File: config.mk
export PLATFORM = sky130hd
export DESIGN_NAME = bcd_scan_display_flat
export DESIGN_NICKNAME = d
export VERILOG_FILES = /design/src/rtl/seg7_pkg.sv /design/src/rtl/bcd_scan_display_if.sv /design/src/rtl/bcd_to_seg7.sv /design/src/rtl/bcd_scan_display.sv /design/src/flat_wrapper.sv
export SDC_FILE = /design/constraint.sdc
export NUM_CORES = 1
export LEC_CHECK = 0
export ABC_AREA = 1
export CORE_ASPECT_RATIO = 1.4
export CORE_MARGIN = 3
export CORE_UTILIZATION = 53
export CTS_BUF_LIST = sky130_fd_sc_hd__clkbuf_16
export DETAILED_ROUTE_END_ITERATION = 10
export PLACE_DENSITY_LB_ADDON = 0.1
export SETUP_SLACK_MARGIN = 0.2
export SLEW_MARGIN = 0
export SYNTH_ARGS = -nofsm -noshare
export SYNTH_HDL_FRONTEND = slang
export SYNTH_SLANG_ARGS = --single-unit
File: constraint.sdc
create_clock -name clk -period 5.1 [get_ports clk]
set_input_delay 0.51 -clock clk [delete_from_list [all_inputs] [get_ports clk]]
set_output_delay 0.51 -clock clk [all_outputs]
set_load 0.1 [all_outputs]
File: src/rtl/seg7_pkg.sv
// rtl/seg7_pkg.sv - shared 7-segment codes {g,f,e,d,c,b,a}, active-high
package seg7_pkg;

  typedef logic [6:0] seg_t;

  localparam seg_t SEG_0    = 7'h3F;
  localparam seg_t SEG_1    = 7'h06;
  localparam seg_t SEG_2    = 7'h5B;
  localparam seg_t SEG_3    = 7'h4F;
  localparam seg_t SEG_4    = 7'h66;
  localparam seg_t SEG_5    = 7'h6D;
  localparam seg_t SEG_6    = 7'h7D;
  localparam seg_t SEG_7    = 7'h07;
  localparam seg_t SEG_8    = 7'h7F;
  localparam seg_t SEG_9    = 7'h6F;
  localparam seg_t SEG_DASH = 7'h40;
  localparam seg_t SEG_OFF  = 7'h00;

endpackage

File: src/rtl/bcd_scan_display_if.sv
// rtl/bcd_scan_display_if.sv - digit/segment bundle between a BCD source and the scan display
interface bcd_scan_display_if
  import seg7_pkg::*;
#(
  parameter int NUM_DIGITS = 4
) ();

  logic                    en;
  logic [4*NUM_DIGITS-1:0] digits;
  logic [NUM_DIGITS-1:0]   dp_in;
  logic [NUM_DIGITS-1:0]   an;
  seg_t                    seg;
  logic                    dp;
  logic                    frame_done;

  modport master (
    output en, digits, dp_in,
    input  an, seg, dp, frame_done
  );

  modport slave (
    input  en, digits, dp_in,
    output an, seg, dp, frame_done
  );

endinterface

File: src/rtl/bcd_to_seg7.sv
// rtl/bcd_to_seg7.sv - combinational BCD to 7-segment decoder; A..F show a dash
module bcd_to_seg7
  import seg7_pkg::*;
(
  input  logic [3:0] bcd,
  output seg_t       seg
);

  always_comb begin
    seg = SEG_DASH;
    case (bcd)
      4'd0: seg = SEG_0;
      4'd1: seg = SEG_1;
      4'd2: seg = SEG_2;
      4'd3: seg = SEG_3;
      4'd4: seg = SEG_4;
      4'd5: seg = SEG_5;
      4'd6: seg = SEG_6;
      4'd7: seg = SEG_7;
      4'd8: seg = SEG_8;
      4'd9: seg = SEG_9;
      default: seg = SEG_DASH;
    endcase
  end

endmodule

File: src/rtl/bcd_scan_display.sv
// rtl/bcd_scan_display.sv - multiplexed 7-segment scanner with per-frame digit snapshot
// Optional LEADING_ZERO_BLANK_EN blanks leading zero digits above digit 0.
module bcd_scan_display
  import seg7_pkg::*;
#(
  parameter int NUM_DIGITS  = 4,
  parameter int REFRESH_DIV = 4
) (
  input logic               clk,
  input logic               rst,
  bcd_scan_display_if.slave bus
);

  localparam int PW = (REFRESH_DIV > 1) ? $clog2(REFRESH_DIV) : 1;
  localparam int IW = (NUM_DIGITS > 1) ? $clog2(NUM_DIGITS) : 1;
  localparam logic [PW-1:0] PRESC_LAST = PW'(REFRESH_DIV - 1);
  localparam logic [IW-1:0] IDX_LAST   = IW'(NUM_DIGITS - 1);

  logic [PW-1:0]           presc_q, presc_d;
  logic [IW-1:0]           idx_q, idx_d;
  logic [4*NUM_DIGITS-1:0] snap_q, snap_d;
  logic [NUM_DIGITS-1:0]   snap_dp_q, snap_dp_d;
  logic [NUM_DIGITS-1:0]   an_q, an_d;
  seg_t                    seg_q, seg_d;
  logic                    dp_q, dp_d;
  logic                    frame_done_q, frame_done_d;

  logic       tick;
  logic       wrap;
  logic [3:0] cur_digit;
  logic       cur_dp;
  logic       cur_blank;
  seg_t       dec_seg;

  always_comb begin
    tick = bus.en && (presc_q == PRESC_LAST);
    wrap = tick && (idx_q == IDX_LAST);

    presc_d = presc_q;
    if (tick)
      presc_d = '0;
    else if (bus.en)
      presc_d = presc_q + 1'b1;

    idx_d = idx_q;
    if (wrap)
      idx_d = '0;
    else if (tick)
      idx_d = idx_q + 1'b1;

    // Snapshot only at the frame wrap so a mid-scan rollover never tears.
    snap_d    = wrap ? bus.digits : snap_q;
    snap_dp_d = wrap ? bus.dp_in  : snap_dp_q;
  end

  always_comb begin
    cur_digit = 4'd0;
    cur_dp    = 1'b0;
    for (int i = 0; i < NUM_DIGITS; i++) begin
      if (idx_q == IW'(i)) begin
        cur_digit = snap_q[4*i +: 4];
        cur_dp    = snap_dp_q[i];
      end
    end
  end

  bcd_to_seg7 u_dec (
    .bcd (cur_digit),
    .seg (dec_seg)
  );

`ifdef LEADING_ZERO_BLANK_EN
  logic [NUM_DIGITS-1:0] blank;
  logic                  zero_run;

  // Walk down from the top digit; digit 0 is never part of the mask.
  always_comb begin
    blank    = '0;
    zero_run = 1'b1;
    for (int i = NUM_DIGITS - 1; i > 0; i--) begin
      zero_run = zero_run & (snap_q[4*i +: 4] == 4'd0);
      blank[i] = zero_run;
    end
    cur_blank = 1'b0;
    for (int i = 0; i < NUM_DIGITS; i++) begin
      if (idx_q == IW'(i))
        cur_blank = blank[i];
    end
  end
`else
  always_comb cur_blank = 1'b0;
`endif

  always_comb begin
    an_d  = '0;
    seg_d = SEG_OFF;
    dp_d  = 1'b0;
    if (bus.en) begin
      for (int i = 0; i < NUM_DIGITS; i++)
        an_d[i] = (idx_q == IW'(i));
      seg_d = cur_blank ? SEG_OFF : dec_seg;
      dp_d  = cur_dp;
    end
    frame_done_d = wrap;
  end

  always_ff @(posedge clk) begin
    if (rst) begin
      presc_q      <= '0;
      idx_q        <= '0;
      snap_q       <= '0;
      snap_dp_q    <= '0;
      an_q         <= '0;
      seg_q        <= SEG_OFF;
      dp_q         <= 1'b0;
      frame_done_q <= 1'b0;
    end else begin
      presc_q      <= presc_d;
      idx_q        <= idx_d;
      snap_q       <= snap_d;
      snap_dp_q    <= snap_dp_d;
      an_q         <= an_d;
      seg_q        <= seg_d;
      dp_q         <= dp_d;
      frame_done_q <= frame_done_d;
    end
  end

  assign bus.an         = an_q;
  assign bus.seg        = seg_q;
  assign bus.dp         = dp_q;
  assign bus.frame_done = frame_done_q;

endmodule

File: src/flat_wrapper.sv
// flat-port wrapper written by rule: the top's interface ports become plain ports
module bcd_scan_display_flat import seg7_pkg::*;
#(
  parameter int NUM_DIGITS  = 4,
  parameter int REFRESH_DIV = 4
)
  (clk, rst, bus_en, bus_digits, bus_dp_in, bus_an, bus_seg, bus_dp, bus_frame_done);
  bcd_scan_display_if #(.NUM_DIGITS(NUM_DIGITS)) bus_i ();
  input logic clk;
  input logic rst;
  input wire logic [$bits(bus_i.en)-1:0] bus_en;
  input wire logic [$bits(bus_i.digits)-1:0] bus_digits;
  input wire logic [$bits(bus_i.dp_in)-1:0] bus_dp_in;
  output wire logic [$bits(bus_i.an)-1:0] bus_an;
  output wire logic [$bits(bus_i.seg)-1:0] bus_seg;
  output wire logic [$bits(bus_i.dp)-1:0] bus_dp;
  output wire logic [$bits(bus_i.frame_done)-1:0] bus_frame_done;
  assign bus_i.en = bus_en;
  assign bus_i.digits = bus_digits;
  assign bus_i.dp_in = bus_dp_in;
  assign bus_an = bus_i.an;
  assign bus_seg = bus_i.seg;
  assign bus_dp = bus_i.dp;
  assign bus_frame_done = bus_i.frame_done;
  bcd_scan_display #(.NUM_DIGITS(NUM_DIGITS), .REFRESH_DIV(REFRESH_DIV)) u_core (.clk(clk), .rst(rst), .bus(bus_i));
endmodule
# == Word-level counts from Yosys, hierarchy flattened ==
# Memory sizes are Yosys's and may differ from the RTL's. A register that Yosys moved wholly into a read port is not among the register bits.
# Index checks and enable logic that the tools add are counted.
# classes
n_bitwise,1
n_reduce_logical,6
n_addsub,2
mux,8
n_eq_ne,4
# ops
cell,n
$mux W4,4
$eq A2 B2 Y1 const B,3
$reduce_or A2 Y1,3
$add A2 B1 Y2 const B,2
$mux W1,4
$eq A2 B1 Y1 const B,1
$logic_and A1 B1 Y1,2
$logic_not A2 Y1,1
$not A1 Y1,1
# totals
elab_cells,29
register_bits,30
memories,1
romBits,112
# mem_list
name,words,word_bits,read_ports,rd_clocked_by_memory_dff,wr,line,rtl
(name not given),16,7,1,1,0,bcd_to_seg7.sv:11,case (bcd)

# == Depth between registers and ports, before layout ==
# Gate-level depths: netlist of the first run.
# depth
ltp_word,5
depth_mapped,14
depth_no_buf,14

# == Hierarchy ==
# A second synthesis of the first run with hierarchy kept.
# unflattened
hier_cells,235
area_unflattened_um2,1879.3
# by_module_without_submodules
mod,seq_area_each_um2,area_per_inst_um2,instances,cells_each
bcd_scan_display,740.7,1686.6,1,199
bcd_to_seg7,0.0,192.7,1,36

# == Worst setup path after synthesis of the first run ==
# No wires, ideal clock.
# synth_path
path_type,register to register
start,reg u_core.idx_q[0]
end,"reg u_core.seg_q[3], in the netlist u_core.bus.seg[3]"
slack_ns,3.310
stages_incl_launch_ff,13
t_arrival_ns,1.677
path_buffers,1
period_less_slack_ns,1.790
cell_sequence,dfxtp_1 > inv_1 > ha_1 > buf_6 > a21oi_1 > nand2_1 > nand2_1 > inv_1 > ha_1 > inv_1 > nor2_1 > nor2_1 > nor2_1
# synth_between
elab_chain_len,5
word_cells_on_any_way,8
# synth_lines
item,line,rtl
"start, declared",bcd_scan_display.sv:20,"logic [IW-1:0] idx_q, idx_d;"
"start signal, assigned",bcd_scan_display.sv:119,idx_q <= idx_d;
$logic_not A2 Y1,bcd_scan_display.sv:60,if (idx_q == IW'(i)) begin
$mux W4 (3 in series),bcd_scan_display.sv:60,
$mux W4 (*),bcd_scan_display.sv:60,
"end, declared",bcd_scan_display.sv:24,"seg_t seg_q, seg_d;"
# Mark *: on every way between the ends. The rest lies on a longest branch, timed or not.
# A chain may end at the register's enable or synchronous reset.

# == Worst setup path in the final report of the first run ==
# layout_path
start,"reg u_core.seg_q[6], in the netlist u_core.bus.seg[6]"
end,out bus_seg[6]
# layout_rtl
item,line,rtl
"end, declared",flat_wrapper.sv:15,output wire logic [$bits(bus_i.seg)-1:0] bus_seg;
# No word-level cell between the ends.

==> insert_results.sql, run 1 <==
INSERT INTO impl_metrics (metric_group, metric, value, unit) VALUES
('status', 'status', 'finished clean', ''),
('route', 'routedWlPerCell', '12.22', 'um'),
('die', 'die_area', '3826', 'um^2'),
('job', 'max-cap-violations', '0', ''),
('synth', 'yosys.area_share.adder', '0.09105', ''),
('synth', 'synth_area_per_cell', '7.565', 'um^2'),
('critical_path', 'startpoint_type', 'register', ''),
('route', 'via_per_inst', '4.894', ''),
('clock_network', 'cts_tree', 'done', ''),
('clock_network', 'clock_sinks', '37', ''),
('clock_network', 'cts_made_buffers', '5', ''),
('sta', 'final_number_of_max_transition_violations', '0', ''),
('critical_path', 'endpoint_required_time_on_the_critical_path', '4.59', 'ns'),
('sta', 'timing.final.crit_period', '2.249', 'ns'),
('synth', 'synth_simple_gate_area_share', '0.2845', ''),
('critical_path', 'max_fanout_on_critical_path', '1', ''),
('die', 'start_util', '0.5618', ''),
('layout', 'finalNetCount', '289', ''),
('place', 'dp_hpwl', '2646', 'um'),
('critical_path', 'path_class', 'register to output pin', ''),
('min_path', 'hold_path.class', 'register to register', ''),
('sta', 'timing.setup.tns', '0', 'ns'),
('route', 'met2_wirelength', '1899', 'um'),
('sta', 'report.final.setup_viol', '0', ''),
('sta', 'clock.fmax', '0.4447', 'GHz'),
('sta', 'fin_worst_skew', '0.004376', 'ns'),
('place', 'gp_routability_congestion', '0.9251', ''),
('die', 'io_pins', '36', ''),
('route', 'routed-via-count', '1429', ''),
('clock_network', 'clockBufferDepth', '2', ''),
('synth', 'yosys-mux-area-fraction', '0', ''),
('die', 'core', '2935', 'um^2'),
('layout', 'nFillCells', '250', ''),
('die', 'die_x', '53.15', 'um'),
('critical_path', 'timing.critical_path.buf_inv', '1', ''),
('clock_network', 'cts_htree_levels', '2', ''),
('clock_network', 'ctsRootBufferMaster', 'sky130_fd_sc_hd__clkbuf_16', ''),
('critical_path', 'cpMaxStageDelayCell', 'sky130_fd_sc_hd__clkdlybuf4s50_1', ''),
('critical_path', 'critPathArrivalTime', '1.74', 'ns'),
('sta', 'worstMarginPinSlew', '0.9715', 'ns'),
('synth', 'yosysWarningCount', '0', ''),
('clock_network', 'worst_skew_pair.late_latency', '0.28', 'ns'),
('layout', 'mostFrequentLayoutCells', '70 x sky130_fd_sc_hd__nand2_1, 37 x sky130_fd_sc_hd__dfxtp_1, 35 x sky130_fd_sc_hd__clkdlybuf4s50_1', ''),
('route', 'routed_wl', '3567', 'um'),
('layout', 'post_route_cells_drive_above_1_share', '0.05882', ''),
('synth', 'synth.cell_area', '1649', 'um^2'),
('synth', 'synth_compound_gate_area_share', '0.08498', ''),
('critical_path', 'crit_chain', 'clkdlybuf4s50_1', ''),
('pwr', 'power.static_leakage', '0.0009979', 'uW'),
('critical_path', 'top_cell_family_by_delay_on_the_critical_path', 'buffers and inverters', ''),
('sta', 'grt_setup_unrepaired', 'false', ''),
('global_routing', 'grt_pass1_wl', '6154', 'um'),
('global_routing', 'antenna_violations_before_repair', '0', ''),
('route', 'wl_met1', '1395', 'um'),
('layout', 'synthToLayoutAreaGrowth', '31.34', '%'),
('sta', 'timing.max_slew.rel_slack', '0.3503', ''),
('synth', 'synth_top_family_by_area', 'simple AND/OR/NAND/NOR gates', ''),
('pwr', 'ir_worst_vdd', '249.9', 'uV'),
('critical_path', 'maximum_cell_stage_delay_along_the_critical_path', '1.13', 'ns'),
('die', 'die_y', '72', 'um'),
('synth', 'postSynthRegisterBits', '37', ''),
('sta', 'post_route_clock_period_utilization', '0.4409', ''),
('route', 'drt_iter0_drc', '25', ''),
('place', 'pre_cts_ws', '2.976', 'ns'),
('clock_network', 'cts.reportedPaths.clkPinSlew', '0.06', 'ns'),
('global_routing', 'grt_usage', '0.2176', ''),
('route', 'detailroute.wirelength.met3', '149', 'um'),
('global_routing', 'largest_net_degree_at_the_start_of_global_routing', '22', ''),
('route', 'postRouteAntennaNets', '0', ''),
('clock_network', 'cts_repair_resize_count', '0', ''),
('global_routing', 'overflow', '0', '');
## final timing paths
path,start,endpoint,slack [ns],depth (start not counted)
setup / recovery,u_core.bus.seg[6],bus_seg[6],2.85,1
hold / removal,u_core.snap_q[0],u_core.snap_q[0],0.47,2
setup reg to reg,u_core.idx_q[1],u_core.bus.seg[3],3.03,13
hold reg to reg,u_core.snap_q[0],u_core.snap_q[0],0.47,2
## power by group
| group | internal, uW | switching, uW |
|---|---|---|
| registers | 294 | 1.86 |
| logic | 24.7 | 38.8 |
| clock network | 227 | 112 |
| total | 546 | 152 |
## cells in the mapped netlist
cell                       count  share of area
sky130_fd_sc_hd__nand2_2       3          0.011
sky130_fd_sc_hd__o211ai_1      1         0.0046
sky130_fd_sc_hd__a211oi_1      1         0.0046
sky130_fd_sc_hd__nor2_4        1         0.0068
sky130_fd_sc_hd__inv_2         2         0.0046
sky130_fd_sc_hd__buf_1         1         0.0023
sky130_fd_sc_hd__a21oi_4       1         0.0099
sky130_fd_sc_hd__dfxtp_1      37           0.45
sky130_fd_sc_hd__inv_1        24          0.055
sky130_fd_sc_hd__a21oi_2       1         0.0053
sky130_fd_sc_hd__nand3b_1      1         0.0046
sky130_fd_sc_hd__nand2_1      70           0.16
sky130_fd_sc_hd__nor2_1       17          0.039
sky130_fd_sc_hd__xnor2_1       1         0.0053
sky130_fd_sc_hd__buf_6         1         0.0068
sky130_fd_sc_hd__nand3_2       1         0.0061
sky130_fd_sc_hd__nand3_1      18          0.055
sky130_fd_sc_hd__o21ai_0       9          0.027
sky130_fd_sc_hd__a21oi_1      11          0.033
sky130_fd_sc_hd__buf_4         3          0.014
sky130_fd_sc_hd__buf_2         1         0.0030
sky130_fd_sc_hd__ha_1         12          0.091
sky130_fd_sc_hd__nor3_1        1         0.0030
## routing by layer
layer	GRT usage	up-vias
met4	0.1108	0
met1	0.2169	638
met2	0.3936	28
li1	-	751
met3	0.06366	12
met5	0	-
## logic make-up after synthesis
group,after synthesis
AND/OR/NAND/NOR,112
AO/OA/AOI/OAI,24
flip-flops,37
adder cells (fa/ha/maj),12
XOR/XNOR,1
buffers and inverters,32
## worst min-delay path: cells and delay by family (launching register included)
kind	cells	cell delay, ns
simple gates	2	0.12
flops	1	0.31
## layout make-up
type | count | area (um^2) | share of cell area
inverters | 26 | 97.59 | 0.04506
clock buffers | 5 | 125.1 | 0.05777
repair buffers | 35 | 350.3 | 0.1618
flip-flops and latches | 37 | 740.7 | 0.3420
multi-input cells | 149 | 768.2 | 0.3547
clock inverters | 3 | 37.54 | 0.01733
well taps | 37 | 46.29 | 0.02137
## stage by stage
step / instance area, um^2 / utilization / cells / total power, uW / hold WS, ns
after floorplan: 1649 / - / 218 / 338.3 / 0.4445
after global placement: 2003 / 0.6824 / 284 / 364.9 / 0.4622
after detailed placement: 2003 / 0.6824 / 284 / 365.6 / 0.4643
after CTS: 2166 / 0.7379 / 292 / 702.8 / 0.4746
after global routing: 2166 / 0.7379 / 292 / 723.1 / 0.4955
final: 2166 / 0.7379 / 292 / 697.9 / 0.4706
## sequential cells by signal, summed over array words and instances (netlist names)
register and cells:
u_core.bus.seg 7, u_core.bus.frame_done 1, u_core.snap_q 16, u_core.bus.an 4, u_core.presc_q 2, u_core.snap_dp_q 4, u_core.bus.dp 1, u_core.idx_q 2
(Power assumes the default switching activity.)
==> run 2, diff against run 1 <==
--- a/config.mk
+++ b/config.mk
@@ -8,7 +8,7 @@
 export ABC_AREA = 1
 export CORE_ASPECT_RATIO = 1.4
 export CORE_MARGIN = 3
-export CORE_UTILIZATION = 53
+export CORE_UTILIZATION = 45
 export CTS_BUF_LIST = sky130_fd_sc_hd__clkbuf_16
 export DETAILED_ROUTE_END_ITERATION = 10
 export PLACE_DENSITY_LB_ADDON = 0.1
==> constraint.sdc (replaced) <==
create_clock -name clk -period 1.9 [get_ports clk]
set_input_delay 0.19 -clock clk [delete_from_list [all_inputs] [get_ports clk]]
set_output_delay 0.19 -clock clk [all_outputs]
set_load 0.1 [all_outputs]
==> run 2 against run 1 <==
Compared with the run above:
- wire length down 3.1%
- register-to-register slack worse by 2.8 ns
- die area up 16%
- non-clock buffer count rose by 9
- final area rose by 4.0%
- global-route usage down 5.1 points
- flip-flop and latch count unchanged
- largest cell class unchanged
- largest power group is now sequential cells
==> insert_results.sql, run 2 (synthesized netlist as in run 1, its figures left out) <==
INSERT INTO impl_metrics (metric_group, metric, value, unit) VALUES
('clock_network', 'cts.reportedPaths.clkPinSlew', '0.05', 'ns'),
('clock_network', 'ctsRootBufferMaster', 'sky130_fd_sc_hd__clkbuf_16', ''),
('pwr', 'seqPwrFrac', '0.464', ''),
('die', 'core', '3441', 'um^2'),
('die', 'io_pins', '36', ''),
('place', 'gp_routability_congestion', '0.8582', ''),
('sta', 'timing.setup.tns', '0', 'ns'),
('sta', 'timing.max_slew.rel_slack', '0.7897', ''),
('sta', 'final_number_of_max_transition_violations', '0', ''),
('min_path', 'hold-path-endpoint', 'u_core.snap_q[3]', ''),
('sta', 'timing.final.crit_period', '1.663', 'ns'),
('place', 'pre_cts_ws', '0.05608', 'ns'),
('pwr', 'power.static_leakage', '0.001057', 'uW'),
('route', 'routed_wl', '3457', 'um'),
('clock_network', 'cts_tree', 'done', ''),
('pwr', 'p_switching', '386.5', 'uW'),
('critical_path', 'endpoint_required_time_on_the_critical_path', '2.11', 'ns'),
('route', 'routed-via-count', '1428', ''),
('route', 'drt_iter0_drc', '26', ''),
('layout', 'nFillCells', '295', ''),
('sta', 'grt_setup_unrepaired', 'true', ''),
('layout', 'synthToLayoutAreaGrowth', '36.65', '%'),
('die', 'die_area', '4437', 'um^2'),
('critical_path', 'r2r_setup_slack', '0.24', 'ns'),
('route', 'postRouteAntennaNets', '0', ''),
('critical_path', 'max_fanout_on_critical_path', '5', ''),
('global_routing', 'first_global_vias', '1354', ''),
('layout', 'diodes', '0', ''),
('pwr', 'netSwitchingFraction', '0.2258', ''),
('layout', 'mostFrequentLayoutCell', 'sky130_fd_sc_hd__nand2_1', ''),
('clock_network', 'cts_made_buffers', '5', ''),
('pwr', 'ir_worst_vdd', '712.2', 'uV'),
('critical_path', 'critPathArrivalTime', '1.87', 'ns'),
('pwr', 'clkPwrFrac', '0.437', ''),
('pwr', 'power.internal', '1325', 'uW'),
('place', 'dp_hpwl', '2670', 'um'),
('critical_path', 'path_class', 'register to register', ''),
('route', 'via_per_inst', '4.697', ''),
('critical_path', 'crit-reg2reg-capture', 'u_core.bus.seg[1]', ''),
('global_routing', 'grt_pass1_wl', '5644', 'um'),
('route', 'route.detailed.drc', '0', ''),
('route', 'routedWlPerCell', '11.37', 'um'),
('critical_path', 'startpoint_type', 'register', ''),
('die', 'die_y', '77.63', 'um'),
('min_path', 'min_delay_path_depth', '3', ''),
('sta', 'fin_worst_skew', '0.002446', 'ns'),
('sta', 'timing.final.ws_setup', '0.2372', 'ns'),
('global_routing', 'overflow', '0', ''),
('clock_network', 'cts_htree_levels', '2', ''),
('layout', 'largest_reg_flops', '16', ''),
('min_path', 'timing.hold.worst.start', 'bus_digits[3]', ''),
('place', 'port_buffers', '35', ''),
('sta', 'clock.fmax', '0.6014', 'GHz'),
('clock_network', 'hold_buffers', '0', ''),
('die', 'start_util', '0.4793', ''),
('layout', 'finalNetCount', '298', ''),
('sta', 'finalHoldViolations', '0', ''),
('sta', 'report.final.setup_viol', '0', ''),
('layout', 'registers.top_by_ff_count', 'u_core.snap_q', ''),
('job', 'max-cap-violations', '0', ''),
('global_routing', 'largest_net_degree_at_the_start_of_global_routing', '14', ''),
('sta', 'worstMarginPinSlew', '0.3142', 'ns'),
('sta', 'post_route_clock_period_utilization', '0.8752', ''),
('pwr', 'p_per_area', '759.6', 'nW/um^2'),
('clock_network', 'worst_skew_pair.late_latency', '0.28', 'ns'),
('critical_path', 'regToRegStartpoint', 'u_core.idx_q[0]', ''),
('min_path', 'hold_path.class', 'primary input to register', ''),
('global_routing', 'antenna_violations_before_repair', '0', ''),
('die', 'fp-row-count', '25', ''),
('clock_network', 'clockBufferDepth', '2', ''),
('critical_path', 'worst_r2r_path_depth', '10', ''),
('critical_path', 'timing.critical_path.from', 'u_core.idx_q[0]', ''),
('route', 'dr.pass1.iters', '4', ''),
('clock_network', 'clock_sinks', '37', ''),
('pwr', 'comb_power_share', '0.100', ''),
('global_routing', 'grt_usage', '0.1662', ''),
('die', 'die_x', '57.16', 'um'),
('critical_path', 'critPathCaptureType', 'register', ''),
('layout', 'post_route_cells_drive_above_1_share', '0.2008', ''),
('layout', 'mostFrequentLayoutCells', '64 x sky130_fd_sc_hd__nand2_1, 35 x sky130_fd_sc_hd__dfxtp_1, 23 x sky130_fd_sc_hd__inv_1', ''),
('status', 'status', 'finished clean', '');
## run 2: cell type report
| cell class | count | area, um^2 | share of cell area |
|---|---|---|---|
| clock buffer | 5 | 125.1 | 0.05552 |
| clock inverter | 3 | 11.26 | 0.004997 |
| inverter | 26 | 102.6 | 0.04553 |
| multi-input combinational | 149 | 830.8 | 0.3687 |
| sequential | 37 | 748.2 | 0.3320 |
| tap | 40 | 50.05 | 0.02221 |
| timing repair buffer | 44 | 385.4 | 0.1710 |
## run 2: through the flow
step                instances  hold WS, ns  area (um^2)    util  power, uW
floorplan                 218       0.2673         1655       -      908.6
finish                    304       0.4498         2253  0.6549       1712
global route              304       0.4605         2253  0.6549       1772
CTS                       302       0.4446         2191  0.6367       1734
detailed placement        293       0.4590         2026  0.5887      979.5
global placement          293       0.4618         2026  0.5887      979.5
## run 2: power groups by stage
stage	Sequential (uW)	Combinational [uW]	Clock [uW]
floorplan	875	34.1	0
global placement	811	168	0
detailed placement	812	168	0
CTS	796	170	769
global route	793	184	795
finish	794	171	748
## run 2: worst max-delay path, cell delays in order, from the launching register on
cell,delay [ns]
sky130_fd_sc_hd__dfxtp_4,0.39
sky130_fd_sc_hd__inv_4,0.06
sky130_fd_sc_hd__ha_4,0.16
sky130_fd_sc_hd__buf_4,0.15
sky130_fd_sc_hd__a21oi_1,0.16
sky130_fd_sc_hd__nand2_2,0.12
sky130_fd_sc_hd__a21oi_4,0.21
sky130_fd_sc_hd__nand2_2,0.08
sky130_fd_sc_hd__nand2_2,0.06
sky130_fd_sc_hd__nand2_2,0.08
sky130_fd_sc_hd__nor2_1,0.12
## run 2: worst max path at each step
stage                              endpoint  slack, ns  depth (start not counted)
after detailed placement  u_core.bus.seg[3]       0.06                         13
after CTS                 u_core.bus.seg[3]       0.20                         12
after floorplan           u_core.bus.seg[3]       0.20                         12
final                     u_core.bus.seg[1]       0.24                         10
after global routing      u_core.bus.seg[3]       0.15                         13
after global placement    u_core.bus.seg[3]       0.11                         13
## run 2: metal layers
layer	track usage	vias to the layer above	part of all wire
met2	0.2986	29	0.54
met4	0.07193	0	0.022
met5	0	-	0
met3	0.05657	7	0.040
met1	0.1699	617	0.40
li1	-	775	-
## run 2: timing repair
item / CTS / global route
pin swaps: 1 / 8
endpoints found under the setup margin: 6 / 8
resized for setup: 8 / 13
setup buffers: 1 / 2
